<file path="src/rtl/counter_ctrl.sv">
// Start/stop/pause counter: counts 0..TC after START, pulses DONE for the FIN cycle.
// Define COUNTER_CTRL_AUTORELOAD_EN for periodic operation (FIN restarts the run).
module counter_ctrl #(
    parameter int WIDTH = 4
) (
    input  logic             CLK,
    input  logic             RESET,
    input  logic             START,
    input  logic             STOP,
    input  logic             PAUSE,
    input  logic [WIDTH-1:0] LOAD_VAL,
    output logic [WIDTH-1:0] Q,
    output logic             BUSY,
    output logic             DONE,
    output logic [1:0]       STATE
);

    typedef enum logic [1:0] {
        IDLE = 2'b00,
        RUN  = 2'b01,
        HOLD = 2'b10,
        FIN  = 2'b11
    } state_t;

    state_t           state;
    logic [WIDTH-1:0] tc;
    logic [WIDTH-1:0] q;
    logic [WIDTH-1:0] q_inc;
    logic             busy;
    logic             done;

    assign q_inc = q + WIDTH'(1);

    // NOTE: all state, including tc, is written with <= so every branch sees pre-edge values.
    always_ff @(posedge CLK or posedge RESET) begin
        if (RESET) begin
            state <= IDLE;
            q     <= '0;
            tc    <= '0;
            busy  <= 1'b0;
            done  <= 1'b0;
        end else if (STOP) begin
            state <= IDLE;
            q     <= '0;
            busy  <= 1'b0;
            done  <= 1'b0;
        end else begin
            case (state)
                IDLE: begin
                    if (START) begin
                        tc <= LOAD_VAL;
                        q  <= '0;
                        if (LOAD_VAL != '0) begin
                            state <= RUN;
                            busy  <= 1'b1;
                        end else begin
                            state <= FIN;
                            done  <= 1'b1;
                        end
                    end
                end
                RUN: begin
                    if (PAUSE) begin
                        state <= HOLD;
                    end else begin
                        // q < tc holds throughout RUN, so the increment can never wrap.
                        q <= q_inc;
                        if (q_inc == tc) begin
                            state <= FIN;
                            busy  <= 1'b0;
                            done  <= 1'b1;
                        end
                    end
                end
                HOLD: begin
                    if (!PAUSE) begin
                        state <= RUN;
                    end
                end
                FIN: begin
`ifdef COUNTER_CTRL_AUTORELOAD_EN
                    // A zero terminal count has a one-cycle period: stay in FIN.
                    if (tc != '0) begin
                        state <= RUN;
                        q     <= '0;
                        busy  <= 1'b1;
                        done  <= 1'b0;
                    end
`else
                    state <= IDLE;
                    done  <= 1'b0;
`endif
                end
            endcase
        end
    end

    assign Q     = q;
    assign BUSY  = busy;
    assign DONE  = done;
    assign STATE = state;

endmodule

</file>
<file path="config.mk">
export PLATFORM = sky130hd
export DESIGN_NAME = counter_ctrl
export DESIGN_NICKNAME = d
export VERILOG_FILES = /design/src/rtl/counter_ctrl.sv
export SDC_FILE = /design/constraint.sdc
export NUM_CORES = 1
export LEC_CHECK = 0
export BUFFER_PORTS_ARGS = -buffer_cell sky130_fd_sc_hd__buf_2
export CAP_MARGIN = 20
export CORE_MARGIN = 2
export CORE_UTILIZATION = 45
export DETAILED_ROUTE_END_ITERATION = 10
export PLACE_DENSITY = 0.68
export SYNTH_ARGS = -nofsm -noshare
export SYNTH_HDL_FRONTEND = slang
export SYNTH_SLANG_ARGS = --single-unit
</file>
<file path="constraint.sdc">
create_clock -name CLK -period 3.6 [get_ports CLK]
set_input_delay 0.36 -clock CLK [delete_from_list [all_inputs] [get_ports CLK]]
set_output_delay 0.36 -clock CLK [all_outputs]
set_load 0.02 [all_outputs]
</file>
# After elaboration in Yosys (flattened, before gate mapping)
# Index checks and enable logic that the tools add are counted.
[classes] mux=23 n_bitwise=1 n_eq_ne=11 reduce_logical=9 add_sub_neg=1
[op_table] op="3-bit != test, second input constant" count=6
[op_table] op="2-bit two-way mux" count=6
[op_table] op="4-bit two-way mux" count=3
[op_table] op="1-bit two-way mux" count=10
[op_table] op="5-bit AND reduction" count=2
[op_table] op="3-bit AND reduction" count=3
[op_table] op="2-bit case mux with 4 select lines" count=1
[op_table] op="4-bit case mux with 2 select lines" count=1
[op_table] op="4-bit nonzero test" count=2
[op_table] op="4-bit by 1-bit adder with 4-bit output, second input constant" count=1
[op_table] op="2-bit == test, second input constant" count=2
[op_table] op="4-bit == test" count=1
[op_table] op="4-bit != test, second input constant" count=1
[op_table] op="1-bit case mux with 3 select lines" count=1
[op_table] op="3-bit nonzero test" count=1
[op_table] op="2-bit by 1-bit == test with 1-bit output, second input constant" count=1
[op_table] op="2-bit logical NOT" count=1
[op_table] op="1-bit case mux with 2 select lines" count=1
[op_table] op="1-bit NOT" count=1
[totals] word_cells=50 input_bits=9 output_inout_bits=8 register_bits=12

# Logic depth before layout (Yosys ltp)
# Gate-level depths: netlist (run 1).
[logic_depth] depth_word=6 ltp_mapped=8 mapped_depth_nobuf=7

# Worst setup path before layout (run 1)
# OpenSTA, ideal clock, no wires.
[synth_timing] kind="reg2reg" startpoint="register q[0] (netlist: Q[0])" endpoint="register state[1] (netlist: STATE[1])" arrival_ns=1.878 stages_incl_launch_ff=7 setup_time_ns=0.104 t_required_ns=3.496 path_slack_ns=1.618 n_path_buf=0 period_less_slack_ns=1.982 cell_sequence="dfrtp_1 > ha_1 > xor2_1 > xnor2_1 > a311oi_1 > or4b_1 > o311ai_1"
[synth_via] elab_chain_cells=4
[synth_rtl] item="from (decl)" line_no="27" source="logic [WIDTH-1:0] q;"
[synth_rtl] item="from (signal assigned)" line_no="67" source="q <= q_inc;"
[synth_rtl] item="4-bit by 1-bit adder with 4-bit output" line_no="32" source="assign q_inc = q + WIDTH'(1);"
[synth_rtl] item="4-bit == test" line_no="68" source="if (q_inc == tc) begin"
[synth_rtl] item="4-bit != test (no source line)"
[synth_rtl] item="3-bit AND reduction (no source line)"
[synth_rtl] item="to (signal assigned)" line_no="37" source="state <= IDLE;"
[synth_rtl] item="to (signal assigned)" line_no="69" source="state <= FIN;"
[synth_rtl] item="to (signal assigned)" line_no="77" source="state <= RUN;"
[synth_rtl] item="to (decl)" line_no="25" source="state_t state;"
# Every way passes these cells.
# A chain may end at the register's enable or synchronous reset.

# Worst setup path in the final report (run 1)
# Same ends and word-level chain as after synthesis.

==> impl_metrics.tcl, run 1 <==
set metrics [dict create \
    synthTopCellsByCount "12 x dfrtp_1, 8 x nand2_1, 8 x o21ai_0" \
    maxCapViolations 0 \
    hp-class "input port to async pin" \
    area_growth_pct 16.1 \
    dr.pass1.iters 4 \
    worst_slack_ns 1.57 \
    grt_pass1_wl_mm 2.50 \
    p_leak_nw 0.434 \
    fin_util_pct 54.2 \
    vias 637 \
    die_y_um 45.6 \
    cts_tree "built" \
    vias_per_cell 5.54 \
    drive_gt1_share_pct 28.6 \
    clk_pin_slew_ns 0.08 \
    synth_nets 95 \
    fin_total_pwr_mw 0.562 \
    critPathMaxFanout 6 \
    finalClockSkew_ns 0.00408 \
    synth_ff_type "dfrtp_1" \
    htree_num_levels 1 \
    path_class "flop to flop" \
    syn_avg_cell_area_sq_um 9.74 \
    die_width_um 45.6 \
    finalCriticalPeriod_ns 2.03 \
    clock_sinks 12 \
    yosys.area.top_type_share_pct 38.5 \
    status "completed" \
    critPathLaunchType "flop" \
    rsz0062_at_grt "false" \
    ant_nets 0 \
    fin_hold_ws_ns 0.0753 \
    post_cts_buffers 0 \
    grt_pass1_vias 548 \
    synth_edf_count 0 \
    slew_violations 0 \
    place_area_sq_um 868 \
    vdd_ir_drop_max_mv 0.360 \
    p_per_area_nw_per_um2 622 \
    diodes 0 \
    cts_buffers 3 \
    ys_seq_area_share_pct 38.5 \
    cp.arrival_ns 2.20 \
    root_buffer "clkbuf_4" \
    wl_per_cell_um 13.1 \
    rows 15 \
    maxSlewHeadroom_pct 60.4 \
    grt.overflow.total 0 \
    die_area_sq_um 2080 \
    initial_core_util_pct 46.7 \
    ys_types 31 \
    endpoint_kind "flop" \
    layout.cells.non_filler 115 \
    fin_nets 114 \
    fmax_mhz 492 \
    synthCells 80 \
    drtIter0Drc 7 \
    hpwl_mm 1.17 \
    yosysWarnings 0 \
    min_period_over_period_pct 56.5 \
    antenna_found_initial 0 \
    ios 17 \
    insertion_delay_ns 0.27 \
    gp_congestion 0.752 \
    wl_mm 1.51 \
    setup_tns_ns 0 \
    grt.total_usage_pct 17.5 \
    ys_async_sr_fraction_pct 100 \
    final-hold-violation-count 0 \
    synth_top_area_cell "dfrtp_1" \
    cts_resized 0 \
    drc 0 \
    required_ns 3.77 \
    clock_path_buffers 2 \
    core_area_sq_um 1670 \
    pre_cts_ws_ns 1.55 \
    synth_area_leaders "dfrtp_1 39%, ha_1 9.6%, mux2_2 7.2%" \
    worstMarginPinSlew_ns 0.589 \
    synth_seq_cells 12 \
    synth_most_common_cell "dfrtp_1" \
    portBuffers 16 \
    setup_viol 0 \
    synthesis.area_sq_um 779 \
    dp.cells 111 \
    grt_max_degree 13 \
    finalInstanceArea_sq_um 905 \
    hold_buffers 0 \
]
==> per-layer routing <==
layer  GRT usage, %  vias to the layer above  share of wire, %
li1               -                      324                 -
met1           25.4                      287                51
met2           23.4                       22                43
met3           3.57                        4               4.1
met4           10.6                        0               1.8
met5              0                        -                 0
==> state kept, by name, summed over array words and instances, names as in the netlist <==
signal,cells
Q,4
BUSY,1
tc,4
DONE,1
STATE,2
==> final cells by class <==
| cell class | instances | area [sq um] |
|---|---|---|
| Clock buffer | 4 | 36.3 |
| Fill cell | 159 | 766 |
| Inverter | 4 | 15.0 |
| Multi-Input combinational cell | 62 | 452 |
| Sequential cell | 12 | 300 |
| Tap cell | 17 | 21.3 |
| Timing Repair Buffer | 16 | 80.1 |
==> worst max-delay path: stages, from the launching register on <==
cell,delay [ns]
dfrtp_1,0.45
ha_1,0.27
xor2_1,0.18
xnor2_1,0.24
a311oi_1,0.17
or4b_1,0.52
o311ai_1,0.10
==> kinds of logic (layout without fill, tap and decap cells) <==
family | count (synthesis) | after routing | share of synthesized area [%]
and+or+nand+nor | 25 | 25 | 16.9
AOI/OAI and AO/OA | 19 | 19 | 15.2
DFF | 12 | 12 | 38.5
adders and majority gates | 6 | 6 | 9.63
xor gates and xnor gates | 6 | 6 | 7.71
muxes | 6 | 6 | 8.51
buffers and inverters | 6 | 24 | 3.53
==> final timing paths <==
check / cells past startpoint / slack [ns] / endpoint / start
max reg2reg: 6 / 1.57 / STATE[1]$_DFFE_PP0P_ / Q[0]$_DFFE_PP0P_
min reg2reg: 1 / 0.53 / Q[3]$_DFFE_PP0P_ / Q[3]$_DFFE_PP0P_
max in group asynchronous: 2 / 3.21 / Q[1]$_DFFE_PP0P_ / RESET
max: 6 / 1.57 / STATE[1]$_DFFE_PP0P_ / Q[0]$_DFFE_PP0P_
min in group CLK: 2 / 0.34 / tc[2]$_DFFE_PP0P_ / LOAD_VAL[2]
min: 2 / 0.08 / tc[2]$_DFFE_PP0P_ / RESET
==> cell usage in the layout, fill, tap and decap left out, drive strengths merged, types with 2 or more instances in the layout <==
| cell type | synthesis | layout |
|---|---|---|
| buf | 1 | 16 |
| dfrtp | 12 | 12 |
| nand2 | 8 | 8 |
| o21ai | 8 | 8 |
| ha | 6 | 6 |
| mux2 | 5 | 5 |
| inv | 4 | 4 |
| nor2 | 4 | 4 |
| xnor2 | 4 | 4 |
| clkbuf | 1 | 4 |
| nor2b | 3 | 3 |
| a21oi | 3 | 3 |
| xor2 | 2 | 2 |
| nand2b | 2 | 2 |
| o31ai | 2 | 2 |
| nand3 | 2 | 2 |
==> power by group <==
part / internal (mW) / total [mW] / switching [mW]
clock network: 0.0614 / 0.108 / 0.0468
registers: 0.174 / 0.207 / 0.0324
logic: 0.111 / 0.247 / 0.136
total: 0.347 / 0.562 / 0.215
No activity file was read; power rests on OpenSTA's default activity.
==> run 2, diff against run 1 <==
clock period = 2.1 ns   (was 3.6 ns; I/O delays follow)
==> impl_metrics.tcl, run 2 (synthesis gave the netlist of run 1 again) <==
set metrics [dict create \
    gp_congestion 0.779 \
    grt.total_usage_pct 18.7 \
    vias 645 \
    p_per_area_nw_per_um2 1060 \
    ios 17 \
    maxCapViolations 0 \
    finalCriticalPeriod_ns 1.98 \
    hpwl_mm 1.26 \
    critical_path.top_delay_family "simple AND/OR/NAND/NOR gates" \
    vias_per_cell 5.42 \
    core_area_sq_um 1670 \
    max_stage_delay_ns 0.52 \
    final_common_cell "buf_2" \
    fmax_mhz 505 \
    grt_pass1_vias 600 \
    rows 15 \
    mostFrequentLayoutCells "16 x buf_2, 12 x dfrtp_1, 8 x nand2_1, 8 x o21ai_0, 6 x ha_1" \
    crit_buf_inv 0 \
    min_period_over_period_pct 94.3 \
    critPathLaunchType "flop" \
    die_y_um 45.6 \
    grt.overflow.total 0 \
    hold_path_startpoint "LOAD_VAL[2]" \
    critPathMaxFanout 4 \
    finalClockSkew_ns 0.00143 \
    die_area_sq_um 2080 \
    drc 0 \
    clock_sinks 12 \
    htree_num_levels 1 \
    grt_pass1_wl_mm 2.68 \
    root_buffer "clkbuf_4" \
    insertion_delay_ns 0.28 \
    maxSlewHeadroom_pct 64.4 \
    ant_nets 0 \
    status "completed" \
    die_width_um 45.6 \
    cp.arrival_ns 2.16 \
    drtIter0Drc 12 \
    grt_max_degree 13 \
    fin_nets 118 \
    crit_chain "ha_1 > xor2_2 > xnor2_2 > a311oi_1 > or4b_1 > o311ai_1" \
    cts_tree "built" \
    endpoint_kind "flop" \
    path_class "flop to flop" \
    cts_buffers 3 \
    final-hold-violation-count 0 \
    hp-class "input port to flop" \
    portBuffers 16 \
    clock_path_buffers 2 \
    post_cts_buffers 0 \
    dr.pass1.iters 4 \
    vdd_ir_drop_max_mv 0.733 \
    reg2reg_from "Q[1]$_DFFE_PP0P_" \
    required_ns 2.28 \
    clk_pin_slew_ns 0.08 \
    setup_tns_ns 0 \
    drive_gt1_share_pct 32.4 \
    initial_core_util_pct 46.7 \
    crit_slowest_cell "or4b_1" \
    setup_viol 0 \
    fin_total_pwr_mw 1.01 \
    diodes 0 \
    antenna_found_initial 0 \
    p_leak_nw 0.458 \
    slew_violations 0 \
    worstMarginPinSlew_ns 0.529 \
    area_growth_pct 22.2 \
    wl_mm 1.69 \
    cp-startpoint "Q[1]$_DFFE_PP0P_" \
    fillerInstances 158 \
    rsz0062_at_grt "false" \
    wl_per_cell_um 14.2 \
]
==> run 2: cell count changes in the layout (fill, tap and decap cells not counted) <==
cell / before / now
xor2_1: 2 / 1
xnor2_2: 1 / 2
dlygate4sd3_1: 0 / 1
buf_4: 0 / 3
xnor2_1: 3 / 2
xor2_2: 0 / 1
==> run 2: final timing paths <==
| check | endpoint | slack (ns) | cells after the start |
|---|---|---|---|
| worst max-delay path | STATE[1]$_DFFE_PP0P_ | 0.12 | 6 |
| worst min-delay path | tc[2]$_DFFE_PP0P_ | 0.18 | 2 |
| worst max register to register | STATE[1]$_DFFE_PP0P_ | 0.12 | 6 |
| worst min register to register | tc[1]$_DFFE_PP0P_ | 0.53 | 1 |
| max in group asynchronous | Q[0]$_DFFE_PP0P_ | 1.30 | 3 |
| min in group asynchronous | tc[0]$_DFFE_PP0P_ | 0.48 | 3 |
==> run 2: power by group <==
part	total (mW)	internal (mW)	switching, mW	leakage, nW
Sequential	0.347	0.299	0.0484	0.154
Clock	0.192	0.106	0.0864	0.0210
Combinational	0.474	0.216	0.258	0.283
Total	1.01	0.620	0.393	0.458
==> run 2: repair_timing <==
item                                   CTS  global route
gates resized for setup                  0             2
setup endpoints to repair                0             1
endpoints found under the hold margin   12             0
hold buffers                             1             0
==> run 2: layout make-up <==
cell class	count	area [sq um]	share of cell area [%]
inverter	4	15.0	1.58
sequential	12	300	31.5
multi-input combinational	62	467	49.0
timing repair buffer	20	113	11.8
clock buffer	4	36.3	3.81
tap	17	21.3	2.23
==> run 2: per-stage QoR <==
stage	instance area (sq um)	cells	hold WS, ns	utilization (%)	setup slack [ns]
floorplan	779	80	0.0747	-	0.118
global placement	891	114	0.237	53.3	0.153
detailed placement	891	114	0.246	53.3	0.112
CTS	937	119	0.173	56.1	0.0826
global route	952	119	0.183	57.0	0.00933
finish	952	119	0.178	57.0	0.119
==> run 2: metal layers <==
metal	vias to the layer above	global-route usage, %	wire length [um]
met1	301	24.0	796
met3	4	3.57	53
li1	325	-	-
met4	0	10.6	36
met5	-	0	0
met2	15	29.0	804
==> run 3, diff against run 2 <==
clock period = 2.2 ns   (was 2.1 ns; I/O delays follow)
==> impl_metrics.tcl, run 3 (synthesis gave the netlist of run 1 again) <==
set metrics [dict create \
    status "completed" \
    dr.pass1.iters 4 \
    pre_cts_ws_ns 0.198 \
    maxCapViolations 0 \
    cts_tree "built" \
    hp-class "input port to flop" \
    insertion_delay_ns 0.27 \
    p_per_area_nw_per_um2 1010 \
    critPathMaxFanout 6 \
    ant_nets 0 \
    hold_path_startpoint "LOAD_VAL[3]" \
    grt_pass1_vias 586 \
    hpwl_mm 1.22 \
    antenna_found_initial 0 \
    htree_num_levels 1 \
    slew_violations 0 \
    ios 17 \
    holdPathStages 2 \
    area_growth_pct 18.3 \
    worstMarginPinSlew_ns 0.514 \
    die_area_sq_um 2080 \
    endpoint_kind "flop" \
    wl_per_cell_um 13.1 \
    clock_sinks 12 \
    rows 15 \
    finalClockSkew_ns 0.00175 \
    finalCriticalPeriod_ns 2.02 \
    die_width_um 45.6 \
    portBuffers 16 \
    diodes 0 \
    grt.overflow.total 0 \
    drtIter0Drc 14 \
    grt.total_usage_pct 17.8 \
    path_class "flop to flop" \
    seqCellArea_sq_um 300 \
    p_leak_nw 0.444 \
    reg2reg_from "Q[0]$_DFFE_PP0P_" \
    clock_path_buffers 2 \
    cts_buffers 3 \
    post_cts_buffers 0 \
    drive_gt1_share_pct 29.0 \
    fillerInstances 154 \
    grt_pass1_wl_mm 2.54 \
    wl_mm 1.54 \
    gp_congestion 0.755 \
    worst_slack_ns 0.182 \
    die_y_um 45.6 \
    required_ns 2.37 \
    vias 673 \
    maxSlewHeadroom_pct 65.4 \
    core_area_sq_um 1670 \
    final-hold-violation-count 0 \
    initial_core_util_pct 46.7 \
    final_common_cell "buf_2" \
    min_period_over_period_pct 91.7 \
    reg2regPathDepth 6 \
    r2r-end "STATE[1]$_DFFE_PP0P_" \
    clk_pin_slew_ns 0.08 \
    hold_end "tc[3]$_DFFE_PP0P_" \
    setup_tns_ns 0 \
    vdd_ir_drop_max_mv 0.586 \
    vias_per_cell 5.75 \
    multi_input_area_sq_um 452 \
    drc 0 \
    cp.arrival_ns 2.19 \
    setup_viol 0 \
    critPathLaunchType "flop" \
    fin_nets 116 \
    mostFrequentLayoutCells "16 x buf_2, 12 x dfrtp_1, 8 x nand2_1, 8 x o21ai_0, 6 x ha_1" \
    root_buffer "clkbuf_4" \
    fmax_mhz 496 \
    grt_max_degree 13 \
    rrSetupSlack_ns 0.18 \
    rsz0062_at_grt "false" \
]
==> run 3: cell count changes in the layout (fill, tap and decap cells not counted), sizes merged <==
cell / change
buf: -2
==> run 3: what timing repair did <==
action                    in CTS  in global routing
resized for setup              0                  0
hold buffers                   1                  0
hold endpoints to repair      12                  0
==> run 3: cell type report <==
| cell class | count | share of cell area (%) |
|---|---|---|
| Timing Repair Buffer | 18 | 10.6 |
| Tap cell | 17 | 2.31 |
| Multi-Input combinational cell | 62 | 49.0 |
| Clock buffer | 4 | 3.93 |
| Inverter | 4 | 1.63 |
| Sequential cell | 12 | 32.6 |
==> run 3: worst max path at each step <==
stage | from | end | slack, ns | cells after the start
2_1_floorplan | Q[0]$_DFFE_PP0P_ | STATE[1]$_DFFE_PP0P_ | 0.22 | 6
3_3_place_gp | Q[0]$_DFFE_PP0P_ | STATE[1]$_DFFE_PP0P_ | 0.21 | 6
3_5_place_dp | Q[0]$_DFFE_PP0P_ | STATE[1]$_DFFE_PP0P_ | 0.20 | 6
4_1_cts | Q[0]$_DFFE_PP0P_ | STATE[1]$_DFFE_PP0P_ | 0.18 | 6
5_1_grt | Q[0]$_DFFE_PP0P_ | STATE[1]$_DFFE_PP0P_ | 0.07 | 6
6_report | Q[0]$_DFFE_PP0P_ | STATE[1]$_DFFE_PP0P_ | 0.18 | 6
==> run 3: metrics by stage <==
stage	instance area (sq um)	total power, mW	utilization, %	hold WS, ns	std cells
global placement	876	0.746	52.4	0.252	112
floorplan	779	0.658	-	0.0847	80
global route	922	0.997	55.2	0.192	117
CTS	922	0.936	55.2	0.191	117
finish	922	0.927	55.2	0.198	117
detailed placement	876	0.754	52.4	0.256	112
==> run 3: power breakdown <==
group / switching (mW) / internal (mW)
sequential: 0.0474 / 0.285
combinational: 0.232 / 0.187
clock: 0.0754 / 0.100
total: 0.355 / 0.573
==> run 3: routing by layer <==
layer | vias to the layer above | GRT usage [%] | share of wire [%]
met2 | 19 | 25.4 | 45
met3 | 2 | 3.97 | 4.3
met5 | - | 0 | 0
met4 | 0 | 10.6 | 1.5
li1 | 329 | - | -
met1 | 323 | 24.5 | 49
==> run 3: worst max-delay path, stage by stage (launching register included) <==
cell and delay (ns):
dfrtp_1 0.45, ha_1 0.26, xor2_1 0.18, xnor2_1 0.24, a311oi_1 0.18, or4b_1 0.52
o311ai_1 0.10
